## src/rtl/apple1_inject_pkg.sv

```systemverilog
// rtl/apple1_inject_pkg.sv - shared types, ASCII constants and byte translation for the text injector
//
// Purpose: FSM state encoding, the ASCII / Apple-I constants, and the pure
// byte-to-keyboard-code translation used by apple1_text_injector.
// Ports: none (package).

package apple1_inject_pkg;

    typedef enum logic [2:0] {
        IDLE,
        POP,
        XLATE,
        PRESENT,
        GAP
    } state_t;

    localparam logic [7:0] ASC_CR = 8'h0D;
    localparam logic [7:0] ASC_LF = 8'h0A;
    localparam logic [7:0] A1_CR  = 8'h8D;

    // Returns {drop, code}. CR and LF both map to the Apple-I CR here; the
    // CRLF collapse needs history, so the caller decides whether an LF drops.
    function automatic logic [8:0] a1_xlate(input logic [7:0] b, input logic upcase);
        logic [7:0] c;
        logic       drop;
        c    = 8'h00;
        drop = 1'b1;
        if (b == ASC_CR || b == ASC_LF) begin
            c    = A1_CR;
            drop = 1'b0;
        end else if (b >= 8'h20 && b <= 8'h7E) begin
            c = b;
            if (upcase && b >= 8'h61 && b <= 8'h7A) begin
                c = b & 8'hDF;
            end
            c    = c | 8'h80;
            drop = 1'b0;
        end
        return {drop, c};
    endfunction

endpackage

```

## src/rtl/apple1_sync_fifo.sv

```systemverilog
// rtl/apple1_sync_fifo.sv - single-clock FIFO with registered read data and synchronous flush
//
// Purpose: byte buffer between the download port and the injector FSM.
// Read data appears on rdata in the cycle after pop is accepted.
// Ports:
//   clk, rst        clock, asynchronous active-high reset
//   flush           synchronous clear of pointers and count (wins over push/pop)
//   push, wdata     write strobe and data (ignored when full unless popping)
//   pop, rdata      read strobe (ignored when empty) and registered read data
//   count           current fill level, 0..DEPTH
//   full, empty     fill-level flags

module apple1_sync_fifo #(
    parameter int WIDTH = 8,
    parameter int DEPTH = 16
) (
    input  logic                     clk,
    input  logic                     rst,
    input  logic                     flush,
    input  logic                     push,
    input  logic [WIDTH-1:0]         wdata,
    input  logic                     pop,
    output logic [WIDTH-1:0]         rdata,
    output logic [$clog2(DEPTH):0]   count,
    output logic                     full,
    output logic                     empty
);

    localparam int AW = $clog2(DEPTH);
    localparam logic [AW:0] DEPTH_C = (AW + 1)'(DEPTH);

    logic [WIDTH-1:0] mem [DEPTH];
    logic [AW-1:0]    wr_ptr;
    logic [AW-1:0]    rd_ptr;
    logic             do_push;
    logic             do_pop;

    assign full    = (count == DEPTH_C);
    assign empty   = (count == '0);
    assign do_pop  = pop & ~empty & ~flush;
    // A pop in the same cycle frees a slot, so a push into a full FIFO fits.
    assign do_push = push & (~full | do_pop) & ~flush;

    always_ff @(posedge clk) begin
        if (do_push) begin
            mem[wr_ptr] <= wdata;
        end
    end

    // DEPTH is a power of two, so the pointers wrap at DEPTH naturally.
    always_ff @(posedge clk or posedge rst) begin
        if (rst) begin
            wr_ptr <= '0;
            rd_ptr <= '0;
            count  <= '0;
            rdata  <= '0;
        end else if (flush) begin
            wr_ptr <= '0;
            rd_ptr <= '0;
            count  <= '0;
        end else begin
            if (do_push) begin
                wr_ptr <= wr_ptr + 1'b1;
            end
            if (do_pop) begin
                rd_ptr <= rd_ptr + 1'b1;
                rdata  <= mem[rd_ptr];
            end
            case ({do_push, do_pop})
                2'b10:   count <= count + 1'b1;
                2'b01:   count <= count - 1'b1;
                default: count <= count;
            endcase
        end
    end

endmodule

```

## src/rtl/apple1_text_injector.sv

```systemverilog
// rtl/apple1_text_injector.sv - streams downloaded text into the Apple-I keyboard port with pacing
//
// Purpose: buffers bytes from the HPS download port, translates them to
// Apple-I keyboard codes and presents them one at a time to the PIA with a
// valid/ack handshake, inserting idle gaps after each character.
// Ports:
//   clk_sys, reset                  clock, asynchronous active-high reset
//   ioctl_download/wr/index/dout    HPS download port (byte strobe interface)
//   ioctl_wait                      registered back-pressure to hps_io
//   key_valid, key_data, key_ack    keyboard code handshake to the PIA
//   busy                            download or injection in progress
//   overflow                        sticky: a byte was dropped on a full FIFO

module apple1_text_injector
    import apple1_inject_pkg::*;
#(
    parameter int         FIFO_DEPTH = 16,
    parameter int         CHAR_DELAY = 2500,
    parameter int         CR_DELAY   = 250000,
    parameter logic [7:0] INDEX      = 8'd1,
    parameter bit         UPCASE     = 1'b1
) (
    input  logic       clk_sys,
    input  logic       reset,
    input  logic       ioctl_download,
    input  logic       ioctl_wr,
    input  logic [7:0] ioctl_index,
    input  logic [7:0] ioctl_dout,
    output logic       ioctl_wait,
    output logic       key_valid,
    output logic [7:0] key_data,
    input  logic       key_ack,
    output logic       busy,
    output logic       overflow
);

    localparam int CW        = $clog2(FIFO_DEPTH) + 1;
    localparam int MAX_DELAY = (CHAR_DELAY > CR_DELAY) ? CHAR_DELAY : CR_DELAY;
    localparam int GW        = (MAX_DELAY > 0) ? $clog2(MAX_DELAY + 1) : 1;

    localparam logic [CW-1:0] WAIT_TH = CW'(FIFO_DEPTH - 1);
    localparam logic [GW-1:0] CHAR_LD = GW'(CHAR_DELAY);
    localparam logic [GW-1:0] CR_LD   = GW'(CR_DELAY);

    state_t          state;
    state_t          next_state;
    logic            dl_q;
    logic            dl_match;
    logic            start;
    logic            accept;
    logic            fifo_push;
    logic            fifo_pop;
    logic [7:0]      fifo_rdata;
    logic [CW-1:0]   fifo_count;
    logic            fifo_full;
    logic            fifo_empty;
    logic [8:0]      xl;
    logic            xlate_drop;
    logic            prev_was_cr;
    logic [GW-1:0]   gap_cnt;

    assign dl_match = ioctl_download & (ioctl_index == INDEX);
    // Only a new download aimed at this block restarts it; the falling edge
    // is deliberately ignored so the buffered text keeps draining.
    assign start    = dl_match & ~dl_q;
    assign accept   = dl_match & ioctl_wr;
    assign fifo_push = accept & (~fifo_full | fifo_pop);

    apple1_sync_fifo #(
        .WIDTH (8),
        .DEPTH (FIFO_DEPTH)
    ) u_fifo (
        .clk   (clk_sys),
        .rst   (reset),
        .flush (start),
        .push  (fifo_push),
        .wdata (ioctl_dout),
        .pop   (fifo_pop),
        .rdata (fifo_rdata),
        .count (fifo_count),
        .full  (fifo_full),
        .empty (fifo_empty)
    );

    // fifo_rdata stays stable through XLATE because it only moves on a pop.
    assign xl         = a1_xlate(fifo_rdata, UPCASE);
    assign xlate_drop = xl[8] | ((fifo_rdata == ASC_LF) & prev_was_cr);

    always_comb begin
        next_state = state;
        fifo_pop   = 1'b0;
        case (state)
            IDLE: begin
                if (!fifo_empty) begin
                    fifo_pop   = 1'b1;
                    next_state = POP;
                end
            end
            POP:     next_state = XLATE;
            XLATE:   next_state = xlate_drop ? IDLE : PRESENT;
            PRESENT: begin
                if (key_ack) begin
                    next_state = GAP;
                end
            end
            GAP: begin
                if (gap_cnt == '0) begin
                    next_state = IDLE;
                end
            end
            default: next_state = IDLE;
        endcase
    end

    always_ff @(posedge clk_sys or posedge reset) begin
        if (reset) begin
            state       <= IDLE;
            dl_q        <= 1'b0;
            key_data    <= 8'h00;
            prev_was_cr <= 1'b0;
            gap_cnt     <= '0;
            overflow    <= 1'b0;
            ioctl_wait  <= 1'b0;
        end else begin
            dl_q       <= dl_match;
            ioctl_wait <= (fifo_count >= WAIT_TH);
            if (start) begin
                state       <= IDLE;
                prev_was_cr <= 1'b0;
                gap_cnt     <= '0;
                overflow    <= 1'b0;
            end else begin
                state <= next_state;
                if (state == XLATE) begin
                    prev_was_cr <= (fifo_rdata == ASC_CR);
                    if (!xlate_drop) begin
                        key_data <= xl[7:0];
                    end
                end
                if (state == PRESENT && key_ack) begin
                    gap_cnt <= (key_data == A1_CR) ? CR_LD : CHAR_LD;
                end else if (state == GAP && gap_cnt != '0) begin
                    gap_cnt <= gap_cnt - 1'b1;
                end
                if (accept && fifo_full && !fifo_pop) begin
                    overflow <= 1'b1;
                end
            end
        end
    end

    // key_valid follows the state register, so an asynchronous reset drops
    // it immediately and an ack while not presenting has nothing to clear.
    assign key_valid = (state == PRESENT);
    assign busy      = dl_match | ~fifo_empty | (state != IDLE);

endmodule

```

## config.mk

```make
export PLATFORM = sky130hd
export DESIGN_NAME = apple1_text_injector
export DESIGN_NICKNAME = d
export VERILOG_FILES = /design/src/rtl/apple1_inject_pkg.sv /design/src/rtl/apple1_sync_fifo.sv /design/src/rtl/apple1_text_injector.sv
export SDC_FILE = /design/constraint.sdc
export NUM_CORES = 1
export LEC_CHECK = 0
export CAP_MARGIN = 15
export CORE_MARGIN = 2
export CORE_UTILIZATION = 55
export DETAILED_ROUTE_END_ITERATION = 8
export GPL_TIMING_DRIVEN = 0
export HOLD_SLACK_MARGIN = 0.03
export PLACE_DENSITY_LB_ADDON = 0.08
export RECOVER_POWER = 50
export SLEW_MARGIN = 20
export SYNTH_ARGS = -nofsm -noshare
export SYNTH_HDL_FRONTEND = slang
export SYNTH_SLANG_ARGS = --single-unit
```

## constraint.sdc

```tcl
create_clock -name clk_sys -period 2.6 [get_ports clk_sys]
set_input_delay 0.65 -clock clk_sys [delete_from_list [all_inputs] [get_ports clk_sys]]
set_output_delay 0.65 -clock clk_sys [all_outputs]
set_load 0.02 [all_outputs]
```

==> flow_metrics.tcl <==
set metrics [dict create \
    ys_types 67 \
    portBuffers 32 \
    relSlewSlack 0.245 \
    die_w_um 125 \
    totalWireLength_um 16600 \
    via_per_inst 6.12 \
    cts_buffers 17 \
    syn-num-nets 553 \
    ys.flop_type "edfxtp_1" \
    met2_usage 0.344 \
    fillers 1031 \
    clockBufferDepth 2 \
    firstDrtPassIters 4 \
    cts.clk_slew.worst_paths_ps 70 \
    worstHoldPathType "reg2reg" \
    grt_pass1_vias 4771 \
    ys_seq_elements 182 \
    vias 4810 \
    synth_warnings 0 \
    wl_per_cell_um 21.1 \
    peakVddDrop_v 0.000674 \
    syn_avg_cell_area_sq_um 15.4 \
    final_nets 620 \
    antenna_cells 0 \
    setup_slack_ps -28.2 \
    cts_hold_buffers 0 \
    seq_area_sq_mm 0.00520 \
    pin_count 33 \
    clock_sinks 182 \
    fin_crit_ps 2630 \
    synthTopCellsByCount "edfxtp_1 (128), dfrtp_1 (54), mux4_2 (40)" \
    timing.final.crit_share 1.01 \
    violations "negative setup slack" \
    syn-cell-area_sq_mm 0.00805 \
    cp-end-kind "primary output" \
    rsz0062_at_grt "true" \
    cp.required_ps 1950 \
    synth-edff-count 128 \
    drive_gt1_frac 0.272 \
    grt_remaining_overflow 0 \
    yosysMostFrequentCell "edfxtp_1" \
    max_freq_ghz 0.380 \
    power.leakage_nw 3.39 \
    gp_congestion 0.877 \
    grt_antenna_before_repair 0 \
    drv_cap 0 \
    cts_tree "built" \
    cp-start-kind "flip-flop" \
    arrival_ps 1980 \
    synth-async-reset-ratio 0.297 \
    setup_tns_ps -28.2 \
    synth_top_area_cell "edfxtp_1" \
    grt_busiest_layer "met2" \
    cts_max_level 4 \
    clock_skew_ps 11.4 \
    crit_type "reg2out" \
    area_growth_pct 18.4 \
    ant_nets 0 \
    multiInputGateArea_sq_mm 0.00289 \
    slew_violations 0 \
    track_usage 0.225 \
    grt_pass1_wl_um 26700 \
    place_ws_ps -823 \
    num_rows 44 \
    floorplan.initialDensity 0.558 \
    setup_viol 1 \
    die_y_um 125 \
    ys_top_cells_by_area "edfxtp_1 (48%), dfrtp_1 (17%), mux4_2 (11%)" \
    grt_start_max_net_pins 55 \
    syn_inst 522 \
    cts-root-buf "clkbuf_16" \
    grt_use_met3 0.0496 \
    drtIter0Drc 436 \
    dieArea_sq_mm 0.0156 \
    power_density_mw_per_mm2 1050 \
    outcome "complete, but fails checks" \
    clkLatencyLatePin_ps 430 \
    hold_viol_final 0 \
    yosysSeqAreaShare 0.646 \
    path_max_fanout 3 \
    synth_top_area_share 0.478 \
    core-area_sq_mm 0.0144 \
    drc_errors 0 \
    tightestPinTransition_ps 1130 \
    hpwl_um 11200 \
    grt_util_met1 0.330 \
]
worst max-delay path: stages (launching register included):
cell and delay (ps):
dfrtp_1 400, or4_4 570, or4_4 430, buf_6 150
logic make-up (layout without fill, tap and decap cells):
| group | count (synthesis) | in the layout | synth area share |
|---|---|---|---|
| multiplexers | 49 | 49 | 0.125 |
| AND/OR/NAND/NOR | 156 | 156 | 0.113 |
| flip-flops | 182 | 182 | 0.646 |
| AO/OA/AOI/OAI | 80 | 80 | 0.0698 |
| buffers and inverters | 34 | 114 | 0.0182 |
| adder cells (fa/ha/maj) | 10 | 10 | 0.0165 |
| XOR/XNOR | 11 | 11 | 0.0120 |
through the flow:
stage               hold WS (ps)  cells  area, sq um  utilization  power (mW)
floorplan                    491    522         8120            -        6.28
global placement             484    738         8670        0.601        7.10
detailed placement           493    738         8670        0.601        7.22
CTS                          513    773         9340        0.648        9.85
global route                 527    786         9530        0.660        10.5
finish                       506    786         9530        0.660        10.0
flip-flops by register name, indices dropped and copies added, names as in the netlist:
register,count
state,3
u_fifo.rdata,8
prev_was_cr,1
u_fifo.mem,128
overflow,1
u_fifo.wr_ptr,4
u_fifo.rd_ptr,4
key_data,8
u_fifo.count,5
ioctl_wait,1
gap_cnt,18
dl_q,1
final cells by class:
type                            instances  area share
Timing Repair Buffer                   50      0.0487
Tap cell                              184      0.0242
Buffer                                 19      0.0117
Sequential cell                       182       0.546
Clock buffer                           22      0.0521
Clock inverter                         10     0.00893
Multi-Input combinational cell        306       0.304
Inverter                               13     0.00512
final timing paths:
path | slack (ps) | start | end | depth (start not counted)
setup / recovery | -30 | u_fifo.count[0] | busy | 3
hold / removal | 510 | key_data[7] | key_data[7] | 1
setup reg to reg | 60 | state[2] | u_fifo.count[4] | 9
hold reg to reg | 510 | key_data[7] | key_data[7] | 1
max in group asynchronous | 870 | reset | state[1] | 2
min in group asynchronous | 970 | reset | gap_cnt[12] | 2
where the power goes:
part / leakage [nW] / internal [mW] / switching, mW
registers: 1.79 / 3.45 / 0.432
logic: 1.32 / 1.86 / 1.77
clock network: 0.284 / 1.38 / 1.11
total: 3.39 / 6.70 / 3.31
what timing repair did:
item,in CTS,in global routing
gates resized for setup,34,25
endpoints found under the setup margin,84,108
setup buffers,4,14
cloned,0,0
pin swaps,5,16
routing by layer:
| layer | share of wire | wire length [um] |
|---|---|---|
| met4 | 0.016 | 263 |
| met5 | 0 | 0 |
| met3 | 0.051 | 840 |
| met1 | 0.46 | 7650 |
| met2 | 0.47 | 7840 |
cells in the final DEF (no fill, tap or decap), types with 8 or more instances in the layout:
master           synthesis  routed
a21oi_1                 23      21
clkbuf_16                0      19
and2_2                   0       8
dfrtp_1                 54      52
mux4_2                  40      40
nor3_1                  10       8
edfxtp_1               128     128
dlygate4sd3_1            0       9
and2_1                  21       9
buf_4                    0      21
xnor2_1                  8       8
nor2_1                  28      27
inv_1                   13      11
nand3_1                 12      12
clkdlybuf4s50_1          0      13
mux2_2                   9       9
clkbuf_1                12       9
nand2_1                 23      23
o21ai_0                  9       9
Note: power is estimated with default switching activity, not from simulation.
